<file path="config.mk">
export PLATFORM = sky130hd
export DESIGN_NAME = serial_add_ctrl
export DESIGN_NICKNAME = d
export VERILOG_FILES = /design/src/rtl/serial_add_ctrl.sv
export SDC_FILE = /design/constraint.sdc
export NUM_CORES = 1
export LEC_CHECK = 0
export ABC_AREA = 1
export CAP_MARGIN = 40
export CORE_UTILIZATION = 53
export CTS_BUF_LIST = sky130_fd_sc_hd__clkbuf_8
export DETAILED_ROUTE_END_ITERATION = 8
export HOLD_SLACK_MARGIN = 0.12
export MAX_ROUTING_LAYER = met4
export PLACE_DENSITY = 0.79
export SLEW_MARGIN = 5
export SYNTH_ARGS = -nofsm -noshare
export SYNTH_HDL_FRONTEND = slang
export SYNTH_HIERARCHICAL = 1
export SYNTH_SLANG_ARGS = --single-unit
</file>
<file path="constraint.sdc">
create_clock -name clk -period 2.12 [get_ports clk]
set_clock_uncertainty 0.05 [all_clocks]
set_input_delay 0.212 -clock clk [delete_from_list [all_inputs] [get_ports clk]]
set_output_delay 0.212 -clock clk [all_outputs]
set_load 0.02 [all_outputs]
</file>
<file path="src/rtl/serial_add_ctrl.sv">
// serial_add_ctrl: bit-serial adder controller built around a single half adder.
// Each bit takes two half-adder passes (HA1: a^b, HA2: partial^carry), so an
// addition of WIDTH bits completes 2*WIDTH edges after the accepting edge.
// Ports:
//   clk   - rising-edge clock
//   rst   - asynchronous active-high reset
//   start - begin an addition (honoured only in IDLE)
//   a, b  - operands, sampled on the accepting edge
//   cin   - carry-in, sampled on the accepting edge
//   sum   - registered result
//   cout  - registered carry-out of bit WIDTH-1
//   busy  - high while in HA1, HA2 or DONE
//   done  - one-cycle completion pulse

module half_adder (
  input  logic a,
  input  logic b,
  output logic c,
  output logic carry
);
  assign c     = a ^ b;
  assign carry = a & b;
endmodule

module serial_add_ctrl #(
  parameter int unsigned WIDTH = 8
) (
  input  logic             clk,
  input  logic             rst,
  input  logic             start,
  input  logic [WIDTH-1:0] a,
  input  logic [WIDTH-1:0] b,
  input  logic             cin,
  output logic [WIDTH-1:0] sum,
  output logic             cout,
  output logic             busy,
  output logic             done
);

  localparam int unsigned IW = (WIDTH > 1) ? $clog2(WIDTH) : 1;

  typedef enum logic [1:0] {IDLE, HA1, HA2, DONE} state_t;

  state_t           state, state_next;
  logic [WIDTH-1:0] a_reg, b_reg;
  logic [IW-1:0]    idx;
  logic             s1, c1, carry_reg;
  logic             ha_x, ha_y, ha_s, ha_co;
  logic             last_bit;

  assign last_bit = (idx == IW'(WIDTH - 1));

  // The only adder in the design; its inputs are steered by the FSM phase.
  half_adder u_ha (
    .a     (ha_x),
    .b     (ha_y),
    .c     (ha_s),
    .carry (ha_co)
  );

  // Operand mux: bit pair in HA1, partial sum with running carry otherwise.
  always_comb begin
    ha_x = s1;
    ha_y = carry_reg;
    if (state == HA1) begin
      ha_x = a_reg[idx];
      ha_y = b_reg[idx];
    end
  end

  // State register.
  always_ff @(posedge clk or posedge rst) begin
    if (rst) state <= IDLE;
    else     state <= state_next;
  end

  // Next-state logic.
  always_comb begin
    state_next = state;
    case (state)
      IDLE: if (start) state_next = HA1;
      HA1:  state_next = HA2;
      HA2:  state_next = last_bit ? DONE : HA1;
      DONE: state_next = IDLE;
      default: state_next = IDLE;
    endcase
  end

  // Status flags registered from the next state so they align with it.
  always_ff @(posedge clk or posedge rst) begin
    if (rst) begin
      busy <= 1'b0;
      done <= 1'b0;
    end else begin
      busy <= (state_next != IDLE);
      done <= (state_next == DONE);
    end
  end

  // Datapath registers.
  always_ff @(posedge clk or posedge rst) begin
    if (rst) begin
      a_reg     <= '0;
      b_reg     <= '0;
      idx       <= '0;
      s1        <= 1'b0;
      c1        <= 1'b0;
      carry_reg <= 1'b0;
      sum       <= '0;
      cout      <= 1'b0;
    end else begin
      case (state)
        IDLE: begin
          if (start) begin
            a_reg     <= a;
            b_reg     <= b;
            carry_reg <= cin;
            sum       <= '0;
            cout      <= 1'b0;
            idx       <= '0;
          end
        end
        HA1: begin
          s1 <= ha_s;
          c1 <= ha_co;
        end
        HA2: begin
          sum[idx]  <= ha_s;
          carry_reg <= c1 | ha_co;
          // Index saturates at the top bit; cout is published only then.
          if (last_bit) cout <= c1 | ha_co;
          else          idx  <= idx + IW'(1);
        end
        default: ;
      endcase
    end
  end

endmodule
</file>
# [Word level (Yosys, flattened, before mapping)]
# Cells that the tools add are included.
[op_classes] reduce_logical=8 eq_ne=8 n_lt_le_gt_ge=2 addsub=1 bitwise=3 mux=22
[op_table] operator="8-bit case mux with 2 select lines" count=1
[op_table] operator="8-bit bitwise mux" count=1
[op_table] operator="1-bit two-way mux" count=8
[op_table] operator="8-bit two-way mux" count=1
[op_table] operator="2-bit case mux with 4 select lines" count=1
[op_table] operator="1-bit binary-select mux with 3-bit select" count=2
[op_table] operator="2-bit equality test, second input constant" count=3
[op_table] operator="3-bit two-way mux" count=2
[op_table] operator="2-bit != test, second input constant" count=3
[op_table] operator="3-bit case mux with 2 select lines" count=1
[op_table] operator="3-bit AND reduction" count=2
[op_table] operator="3-bit by 4-bit less-than comparator with 1-bit output, second input constant" count=1
[op_table] operator="2-bit two-way mux" count=2
[op_table] operator="1-bit case mux with 2 select lines" count=2
[op_table] operator="2-bit AND reduction" count=2
[op_table] operator="2-bit nonzero test" count=2
[op_table] operator="3-bit by 1-bit adder with 3-bit output, second input constant" count=1
[op_table] operator="1-bit demux with 3-bit select" count=1
[op_table] operator="3-bit equality test, second input constant" count=1
[op_table] operator="3-bit by 1-bit >= comparator with 1-bit output, second input constant" count=1
[op_table] operator="2-bit by 1-bit equality test with 1-bit output, second input constant" count=1
[op_table] operator="2-bit logical NOT" count=1
[op_table] operator="1-bit bitwise AND" count=1
[op_table] operator="1-bit logical AND" count=1
[op_table] operator="other kinds (2)" count=2
[word_totals] out_inout_bits=11 word_cells=55 regBits=35

# [Depth between registers and ports, before layout]
[logic_depth] depth_word=7 ltp_mapped=12 depth_no_buf=11

# [Modules after synthesis]
# The synthesis kept the hierarchy.
[by_module_without_submodules] mod="serial_add_ctrl" cells_per_inst=201 seq_area_each_um2=875.8 instances=1 area_per_inst_um2=1625.3
[by_module_without_submodules] mod="half_adder" cells_per_inst=1 seq_area_each_um2=0.0 instances=1 area_per_inst_um2=12.5

# [Least setup slack after synthesis]
# No wires, ideal clock.
[synth_timing] path_kind="reg2reg" startpoint="register idx[0]" endpoint="register s1" path_stages_with_launch=11 slack_ns=0.496 period_less_slack_ns=1.624 t_arrival_ns=1.446 path_cell_list="dfrtp_1 -> inv_2 -> buf_4 -> nand2_1 -> nand3_1 -> nand2_1 -> o21ai_1 -> nand2_1 -> ha_1 -> inv_1 -> o21ai_0"
[synth_via] elab_chain_cells=4 word_cells_on_any_way=7 classes_between="mux (6); bitwise (1)"
[synth_rtl] item="start: declaration" line_no="46" rtl="logic [IW-1:0] idx;"
[synth_rtl] item="start signal: assignment" line_no="132" rtl="else idx <= idx + IW'(1);"
[synth_rtl] item="1-bit binary-select mux with 3-bit select" line_no="66" rtl="ha_x = a_reg[idx];"
[synth_rtl] item="1-bit two-way mux (implied by the code)" line_no="66"
[synth_rtl] item="1-bit two-way mux" line_no="65" rtl="if (state == HA1) begin"
[synth_rtl] item="net ha_x" line_no="48" rtl="logic ha_x, ha_y, ha_s, ha_co;"
[synth_rtl] item="1-bit XOR" line_no="21" rtl="assign c = a ^ b;"
[synth_rtl] item="net ha_s" line_no="48"
[synth_rtl] item="end signal: assignment" line_no="124" rtl="s1 <= ha_s;"
[synth_rtl] item="end: declaration" line_no="47" rtl="logic s1, c1, carry_reg;"
# The timed path passes the listed nets, and every way through them passes these cells. The select of a mux whose other input is x is not followed.
# A chain may end at the register's enable or synchronous reset.

# [Worst setup path in the final report]
[layout_timing] startpoint="register idx[0]" endpoint="register sum[7]"
[layout_via] elab_chain_cells=6 word_cells_on_any_way=14 classes_between="order compare (2); mux (10); bitwise (1); reduce/logical (1)"
[layout_rtl] item="1-bit binary-select mux with 3-bit select" line_no="67" rtl="ha_y = b_reg[idx];"
[layout_rtl] item="1-bit two-way mux (implied by the code)" line_no="67"
[layout_rtl] item="1-bit two-way mux" line_no="65"
[layout_rtl] item="net ha_y" line_no="48"
[layout_rtl] item="1-bit XOR" line_no="21"
[layout_rtl] item="net ha_s" line_no="48"
[layout_rtl] item="8-bit bitwise mux" line_no="128" rtl="sum[idx] <= ha_s;"
[layout_rtl] item="8-bit case mux with 2 select lines" line_no="112" rtl="case (state)"
[layout_rtl] item="end signal: indexed assignment" line_no="128"
[layout_rtl] item="end: declaration" line_no="34" rtl="output logic [WIDTH-1:0] sum,"
# The timed path passes the listed nets, and every way through them passes these cells. The select of a mux whose other input is x is not followed.

==> metrics.txt <==
CTS root buffer clkbuf_8; vias in the first global route 1439; vias per inst 5.31; Max stage delay on crit path 0.60 ns; register area share after synthesis 53.5%; Antenna Cells 0; Final Setup Violations 0; startpoint types flip-flop; clock buffer depth 2; layout cells sized above 1 6.36%; Post-Syn Nets 225; Tmin final 1.96 ns; Cell Area, Synth 0.00164 mm²; largest net degree at the start of global routing 36; most common cell after layout, fill and taps aside nand2_1; Worst path top cell family by delay flip-flops; H-tree depth 2; Die ar. 0.00332 mm²; final hold violations 0; Slowest-stage cell, CP dfrtp_1; max cap viols 0; initial antenna violation count 0; number of port buffers 30; period utilisation layout 92.6%; top-area cell type share of the netlist area 53.5%; # nets final 258; yosys warns 6; flip-flop and latch count after synthesis 35; Fillers 254; Layout area overhead 24.5%; Core Util, Final 71.5%; Final Non-Filler Cells 267; fmax 509 MHz; CTS tree done; via count 1417; Clock transition at path regs 0.07 ns; Synth cell types 15; dpl cells 259; starting density of the core 57.4%; CP Cell Sequence inv_2 -> nor2_1 -> o21ai_0 -> nor2_1 -> nor2_1 -> ha_1 -> nand2_1 -> o22ai_1; row count 19; WP data required 2.26 ns; IO Pins 31; Setup Fix Bufs, Post-CTS 0; Worst path most repeated cell nor2_1; Peak VDD IR 0.731 mV; Bufs and invs on worst path 1; drc violations 1; Hold WC Path Type primary input to asynchronous set/reset pin; Die X 57.6 µm; core area 0.00285 mm²; total gr overflow 0; gr usage total 24.3%; Slew Viols, Final 0; CP Capture Type flip-flop; Synth Instances 202; worst relative slew slack 71.7%; drt first pass iters 6; cts bufs inserted 5; critical path fanouts, max 14; Num Clock Sinks 35; Worst Path Arrival 2.11 ns; Post-CTS Hold Fix Bufs 0; leading area contributor after synthesis dfrtp_1; first-pass GRT wire length 5780 µm; Crit Path Category flip-flop to flip-flop; Lkg Pwr 1.02 nW; syn_area_per_cell 8.11 µm²; main area contributors after synthesis dfrtp_1 (53%), nand2_1 (14%), o21ai_0 (5.5%); die height 57.6 µm; commonest cells after routing, fill and taps aside nand2_1 (60), dfrtp_1 (35), clkdlybuf4s50_1 (30); worst slew pin tran 0.424 ns; dpl hpwl 2510 µm; DR iter-0 viols 42; Routed Antenna Nets 0; GPL Wtd Cong 0.911; total power per unit cell area 1370 mW/mm²; CTS resizes 0; drt wl/cell 12.7 µm; WL final 3380 µm; setup TNS 0 ns; status finished with violations; failing checks DRC; RSZ-0062 raised after global routing false; Worst-Skew Late Latency 0.29 ns
[kinds of logic (layout without fill, tap and decap cells)]
group	Yosys count	after routing	share of synthesized area, %
and+or+nand+nor	93	93	23.1
AOI/OAI and AO/OA	37	37	11.5
DFF	35	35	53.5
buffers and inverters	34	68	9.63
adders and majority gates	3	3	2.29
[worst register-to-register path: cells and delay by family (launching register included)]
kind / cells / cell delay (ns)
flops: 1 / 0.60
simple gates: 4 / 0.43
compound gates: 2 / 0.30
fa+ha+maj: 1 / 0.28
buf+inv: 1 / 0.20
[cell type report]
| cell class | instances | area, µm² | share of cell area (%) |
|---|---|---|---|
| inverters | 28 | 105 | 5.15 |
| clock buffers | 7 | 96.3 | 4.72 |
| repair buffers | 32 | 315 | 15.5 |
| well taps | 31 | 38.8 | 1.90 |
| multi-input cells | 133 | 604 | 29.6 |
| clock inverters | 1 | 3.75 | 0.184 |
| flip-flops and latches | 35 | 876 | 42.9 |
[where the power goes]
part	switching (mW)	internal, mW	total [mW]
sequential	0.148	0.935	1.08
combinational	0.766	0.415	1.18
clock	0.232	0.291	0.524
total	1.15	1.64	2.79
[layer usage]
| metal | GRT usage, % | routed length, µm | part of all wire, % | vias to the layer above |
|---|---|---|---|---|
| li1 | - | - | - | 702 |
| met1 | 27.0 | 1450 | 43 | 663 |
| met2 | 38.5 | 1660 | 49 | 44 |
| met3 | 7.71 | 203 | 6.0 | 8 |
| met4 | 13.6 | 62 | 1.8 | 0 |
| met5 | - | 0 | 0 | - |
[cell usage after synthesis]
| cell | number |
|---|---|
| a21oi_1 | 11 |
| buf_4 | 4 |
| buf_6 | 2 |
| dfrtp_1 | 35 |
| ha_1 | 3 |
| inv_1 | 24 |
| inv_2 | 4 |
| nand2_1 | 60 |
| nand3_1 | 12 |
| nand3_2 | 1 |
| nor2_1 | 19 |
| nor2_4 | 1 |
| o21ai_0 | 18 |
| o21ai_1 | 5 |
| o22ai_1 | 3 |
[final timing paths]
check                              startpoint              endpoint  slack (ns)  depth (start not counted)
min in group clk                         b[0]  b_reg[0]$_DFFE_PP0P_        0.41                          3
setup reg to reg           idx[0]$_DFFE_PP0P_    sum[7]$_DFFE_PP0P_        0.16                          8
max in group asynchronous                 rst        s1$_DFFE_PP0N_        1.45                          3
hold reg to reg                c1$_DFFE_PP0N_        c1$_DFFE_PP0N_        0.43                          2
setup / recovery           idx[0]$_DFFE_PP0P_    sum[7]$_DFFE_PP0P_        0.16                          8
hold / removal                            rst    idx[2]$_DFFE_PP0P_        0.26                          3
[stage by stage]
| step | hold slack (ns) | instance area, µm² | setup slack [ns] | total power [mW] |
|---|---|---|---|---|
| floorplan | 0.272 | 1640 | 0.496 | 1.95 |
| global placement | 0.412 | 1940 | 0.313 | 2.19 |
| detailed placement | 0.415 | 1940 | 0.235 | 2.26 |
| CTS | 0.283 | 2040 | 0.207 | 2.80 |
| global route | 0.310 | 2040 | 0.00823 | 3.00 |
| finish | 0.262 | 2040 | 0.156 | 2.79 |
(Power assumes the default switching activity.)
